`config.mk`:
```
export PLATFORM = sky130hd
export DESIGN_NAME = hidden_cpu_sequencer
export DESIGN_NICKNAME = d
export VERILOG_FILES = /design/src/rtl/hidden_cpu_sequencer.sv
export SDC_FILE = /design/constraint.sdc
export NUM_CORES = 1
export LEC_CHECK = 0
export ABC_CLOCK_PERIOD_IN_PS = 2400
export CORE_ASPECT_RATIO = 0.75
export CORE_MARGIN = 8
export CORE_UTILIZATION = 40
export DETAILED_ROUTE_END_ITERATION = 8
export PLACE_DENSITY = 0.54
export SLEW_MARGIN = 20
export SYNTH_ARGS = -nofsm -noshare
export SYNTH_HDL_FRONTEND = slang
export SYNTH_SLANG_ARGS = --single-unit
```
`constraint.sdc`:
```
create_clock -name clk -period 2.4 [get_ports clk]
set_input_delay 0.36 -clock clk [delete_from_list [all_inputs] [get_ports clk]]
set_output_delay 0.36 -clock clk [all_outputs]
set_load 0.005 [all_outputs]
```
`src/rtl/hidden_cpu_sequencer.sv`:
```
// rtl/hidden_cpu_sequencer.sv - program buffer and instruction issue sequencer for the HiddenCPU core
module hidden_cpu_sequencer #(
    parameter int              DEPTH     = 16,
    parameter int              AW        = 4,
    parameter int              IW        = 6,
    parameter logic [IW-1:0]   NOP_INSTR = 6'b000000
) (
    input  logic          clk,
    input  logic          rst,
    input  logic          load_valid,
    input  logic [IW-1:0] load_data,
    output logic          load_ready,
    input  logic          start,
    input  logic          halt,
    input  logic          step,
    input  logic          loop_en,
    input  logic          clr,
    output logic          cpu_rst,
    output logic [IW-1:0] instr,
    output logic          instr_valid,
    output logic          busy,
    output logic          done,
    output logic [AW:0]   len,
    output logic [7:0]    issue_cnt
);

    typedef enum logic [2:0] {
        IDLE    = 3'd0,
        CPU_RST = 3'd1,
        RUN     = 3'd2,
        PAUSE   = 3'd3,
        DONE    = 3'd4
    } stateType;

    localparam logic [AW:0] FULL_LEN = (AW+1)'(DEPTH);

    stateType      state;
    stateType      stateNext;
    logic [IW-1:0] mem [DEPTH];
    logic [AW-1:0] wrPtr;
    logic [AW-1:0] rdPtr;
    logic          rstCnt;
    logic          ended;

    logic          loadFire;
    logic          doClr;
    logic          doIssue;
    logic          startRun;
    logic          lastEntry;
    logic [AW:0]   lenNext;

    logic          cpuRstNext;
    logic          busyNext;
    logic          doneNext;
    logic          loadReadyNext;
    logic [IW-1:0] instrNext;
    logic          instrValidNext;

    assign lastEntry = ({1'b0, rdPtr} == (len - (AW+1)'(1)));

    always_ff @(posedge clk) begin
        if (rst) begin
            state <= IDLE;
        end else begin
            state <= stateNext;
        end
    end

    // ended marks that the entry on instr is the program's final one; the run
    // is over, so the next edge retires to DONE whatever halt is doing.
    always_comb begin
        stateNext = state;
        loadFire  = 1'b0;
        doClr     = 1'b0;
        doIssue   = 1'b0;
        startRun  = 1'b0;
        case (state)
            IDLE: begin
                doClr    = clr;
                loadFire = load_valid && load_ready && !clr;
                if (start && !clr && ((len != '0) || loadFire)) begin
                    stateNext = CPU_RST;
                    startRun  = 1'b1;
                end
            end
            CPU_RST: begin
                if (rstCnt) begin
                    stateNext = RUN;
                    doIssue   = 1'b1;
                end
            end
            RUN: begin
                if (ended) begin
                    stateNext = DONE;
                end else if (halt) begin
                    stateNext = PAUSE;
                end else begin
                    doIssue = 1'b1;
                end
            end
            PAUSE: begin
                if (ended) begin
                    stateNext = DONE;
                end else if (start && !halt) begin
                    stateNext = RUN;
                end else if (step && halt) begin
                    doIssue = 1'b1;
                end
            end
            DONE: begin
                if (clr) begin
                    stateNext = IDLE;
                    doClr     = 1'b1;
                end else if (start) begin
                    stateNext = CPU_RST;
                    startRun  = 1'b1;
                end
            end
            default: stateNext = IDLE;
        endcase
    end

    always_comb begin
        lenNext = len;
        if (doClr) begin
            lenNext = '0;
        end else if (loadFire) begin
            lenNext = len + (AW+1)'(1);
        end
        cpuRstNext     = (stateNext == CPU_RST);
        busyNext       = (stateNext == CPU_RST) || (stateNext == RUN) || (stateNext == PAUSE);
        doneNext       = (stateNext == DONE);
        loadReadyNext  = (stateNext == IDLE) && (lenNext < FULL_LEN);
        instrNext      = doIssue ? mem[rdPtr] : NOP_INSTR;
        instrValidNext = doIssue;
    end

    always_ff @(posedge clk) begin
        if (!rst && loadFire) begin
            mem[wrPtr] <= load_data;
        end
    end

    always_ff @(posedge clk) begin
        if (rst) begin
            len         <= '0;
            wrPtr       <= '0;
            rdPtr       <= '0;
            rstCnt      <= 1'b0;
            ended       <= 1'b0;
            issue_cnt   <= 8'd0;
            cpu_rst     <= 1'b0;
            busy        <= 1'b0;
            done        <= 1'b0;
            load_ready  <= 1'b1;
            instr       <= NOP_INSTR;
            instr_valid <= 1'b0;
        end else begin
            len <= lenNext;
            if (doClr) begin
                wrPtr <= '0;
            end else if (loadFire) begin
                wrPtr <= wrPtr + AW'(1);
            end

            if (startRun) begin
                rdPtr     <= '0;
                rstCnt    <= 1'b0;
                ended     <= 1'b0;
                issue_cnt <= 8'd0;
            end else begin
                if (state == CPU_RST) begin
                    rstCnt <= 1'b1;
                end
                if (doIssue) begin
                    rdPtr <= lastEntry ? '0 : rdPtr + AW'(1);
                    ended <= lastEntry && !loop_en;
                    if (issue_cnt != 8'hFF) begin
                        issue_cnt <= issue_cnt + 8'd1;
                    end
                end
            end

            cpu_rst     <= cpuRstNext;
            busy        <= busyNext;
            done        <= doneNext;
            load_ready  <= loadReadyNext;
            instr       <= instrNext;
            instr_valid <= instrValidNext;
        end
    end

endmodule

```
==> results.json <==
{
  "status": "finished clean",
  "yosysTopAreaCell": "edfxtp_1",
  "wl_per_cell_um": 19.9,
  "firstDrtPassIters": 5,
  "numPortBuffers": 37,
  "end_kind": "flip-flop",
  "die_h_um": 118,
  "totalWireLength_mm": 12.6,
  "avgSynthCellArea_sq_um": 14.7,
  "ys_warn_count": 0,
  "grt_use_total": 0.146,
  "ios": 38,
  "cts.reportedPaths.clkPinSlew_ns": 0.06,
  "max_freq_ghz": 0.475,
  "cts.sinks": 133,
  "grt_start_max_net_pins": 19,
  "slowest_delay_ns": 0.58,
  "htree_levels": 4,
  "synth_top_area_frac": 0.520,
  "num-nets-final": 469,
  "final_area_sq_mm": 0.00688,
  "fin_crit_ns": 2.10,
  "grt.overflow.total": 0,
  "tns_ns": 0,
  "crit_slowest_cell": "or4_4",
  "numCtsBuffers": 17,
  "core_sq_mm": 0.0136,
  "preCtsSetupSlack_ns": 0.0191,
  "synth.distinct_cells": 51,
  "synthArstFlopShare": 0,
  "diodes": 0,
  "cts_tree": "yes",
  "placement.cell_area_sq_mm": 0.00629,
  "dp.cells": 602,
  "start_util": 0.407,
  "rsz0062_at_grt": "no",
  "dp_hpwl_mm": 8.61,
  "clkLatencyLatePin_ns": 0.41,
  "hold_viol": 0,
  "grt_pass1_vias": 3383,
  "drive_gt1_frac": 0.205,
  "power_mw": 5.55,
  "antenna_found_initial": 0,
  "power_leakage_nw": 2.31,
  "cp_cell_sequence": "or4_4 -> nor2_2 -> nand2_1 -> nor2_1 -> buf_4",
  "critPathArrivalTime_ns": 2.22,
  "crit_type": "flip-flop to flip-flop",
  "place.gp.congestion": 0.806,
  "hold_buffers": 0,
  "cp.required_ns": 2.52,
  "ir_worst_vdd_v": 0.000526,
  "yosysSeqAreaShare": 0.654,
  "holdWs_ns": 0.463,
  "power.density_mw_per_mm2": 807,
  "finalMaxSlewViolations": 0,
  "startpoint_type": "flip-flop",
  "fp.dieW_um": 152,
  "synth_fp_nets": 401,
  "synth_cells": 378,
  "drc_errors": 0,
  "final_cells": 634,
  "hp-class": "flip-flop to flip-flop",
  "r2r_setup_slack_ns": 0.30,
  "ys.flop_type": "edfxtp_1",
  "drt_iter0_markers": 225,
  "fp-row-count": 37,
  "path_max_fanout": 10,
  "syn_area_sq_mm": 0.00554,
  "drv_cap": 0,
  "final_core_util": 0.505,
  "num_vias": 3399,
  "via_per_inst": 5.36,
  "drtAntennaViolNets": 0,
  "netlist_top_cells_area": "edfxtp_1 (52%), dfxtp_1 (13%), mux4_2 (9.7%), nor2_1 (2.6%), ha_1 (2.0%)",
  "cts_resized": 0,
  "clock_skew_ns": 0.00922,
  "grt_pass1_wl_mm": 20.0,
  "ys_ff_latch": 133,
  "final.setup.worst_slack_ns": 0.296,
  "cts_buffer_depth": 2,
  "synth_edf_count": 96,
  "dieArea_sq_mm": 0.0179,
  "relSlewSlack": 0.455,
  "worstMarginPinSlew_ns": 0.815,
  "synthToLayoutAreaGrowth_pct": 24.0,
  "period_share": 0.877,
  "root_buffer": "clkbuf_16",
  "setup_viol": 0,
  "cts_setup_buffers": 0
}
cells in the mapped netlist, types with 2 or more instances:
| cell type | count |
|---|---|
| o41ai_1 | 2 |
| mux2i_1 | 8 |
| nor3_1 | 2 |
| or4_1 | 3 |
| nand4_1 | 3 |
| o21ai_0 | 5 |
| ha_1 | 9 |
| nor2_2 | 2 |
| and3_1 | 4 |
| clkbuf_1 | 7 |
| buf_2 | 8 |
| xor2_1 | 6 |
| a31oi_1 | 2 |
| a211oi_1 | 12 |
| nor2b_1 | 7 |
| a21oi_1 | 15 |
| inv_1 | 10 |
| buf_4 | 3 |
| nand3_1 | 10 |
| buf_6 | 2 |
| nand3b_1 | 5 |
| or3_1 | 3 |
| and2_1 | 2 |
| nor2_1 | 39 |
| edfxtp_1 | 96 |
| nand2_1 | 21 |
| dfxtp_1 | 37 |
| o31ai_1 | 2 |
| nand2b_1 | 3 |
| mux4_2 | 24 |
| xnor2_1 | 6 |
metal layers:
layer  GRT usage  up-vias  wire, um
li1            -     1579         -
met1       0.209     1682      6260
met2       0.203      127      5370
met3      0.0507       11       897
met4      0.0407        0       107
met5           0        -         0
path summary, 6_finish.rpt:
| check | startpoint | endpoint | cells past startpoint |
|---|---|---|---|
| max | state[1]$_SDFF_PP0_ | mem[4][2]$_DFFE_PP_ | 5 |
| min | ended$_SDFFE_PP0P_ | ended$_SDFFE_PP0P_ | 2 |
| max reg2reg | state[1]$_SDFF_PP0_ | mem[4][2]$_DFFE_PP_ | 5 |
| min reg2reg | ended$_SDFFE_PP0P_ | ended$_SDFFE_PP0P_ | 2 |
cell usage in the layout (no fill, tap or decap), types with 4 or more instances in the layout:
cell / Yosys / final
nand3_1: 10 / 10
clkdlybuf4s50_1: 0 / 37
clkbuf_1: 7 / 4
edfxtp_1: 96 / 96
nand2_1: 21 / 21
clkbuf_16: 0 / 17
xnor2_1: 6 / 6
mux4_2: 24 / 24
nor2b_1: 7 / 7
a21oi_1: 15 / 15
o21ai_0: 5 / 5
clkinv_2: 0 / 4
a211oi_1: 12 / 12
nand3b_1: 5 / 5
inv_1: 10 / 10
ha_1: 9 / 9
xor2_1: 6 / 6
dfxtp_1: 37 / 36
mux2i_1: 8 / 8
and3_1: 4 / 4
nor2_1: 39 / 39
buf_4: 3 / 30
power by group:
part / internal (mW) / switching (mW)
logic: 0.197 / 0.246
clock network: 1.65 / 0.919
registers: 2.49 / 0.0437
worst max-delay path, delay by kind of cell, from the launching register on:
family                 cells  cell delay (ns)
AND/OR/NAND/NOR            4             1.23
flip-flops                 1             0.40
buffers and inverters      1             0.17
cells by family (layout without fill, tap and decap cells):
kind of cell	count (synthesis)	after routing	share of synthesized area
buffers and inverters	30	111	0.0269
flip-flops	133	133	0.654
AND/OR/NAND/NOR	115	115	0.109
AO/OA/AOI/OAI	47	47	0.0594
XOR/XNOR	12	12	0.0190
adder cells (fa/ha/maj)	9	9	0.0203
multiplexers	32	32	0.112
state kept, by name (all words and copies together) (netlist names):
register / count
load_ready: 1
issue_cnt: 8
rstCnt: 1
instr_valid: 1
state: 3
wrPtr: 4
rdPtr: 4
instr: 6
busy: 1
len: 5
mem: 96
cpu_rst: 1
done: 1
ended: 1
cell type report:
| type | count | area [sq um] |
|---|---|---|
| tap | 175 | 219 |
| clock inverter | 10 | 133 |
| inverter | 10 | 37.5 |
| sequential | 133 | 3620 |
| clock buffer | 22 | 454 |
| fill | 1183 | 6740 |
| multi-input combinational | 215 | 1770 |
| timing repair buffer | 69 | 636 |
Note: power is estimated with default switching activity, not from simulation.
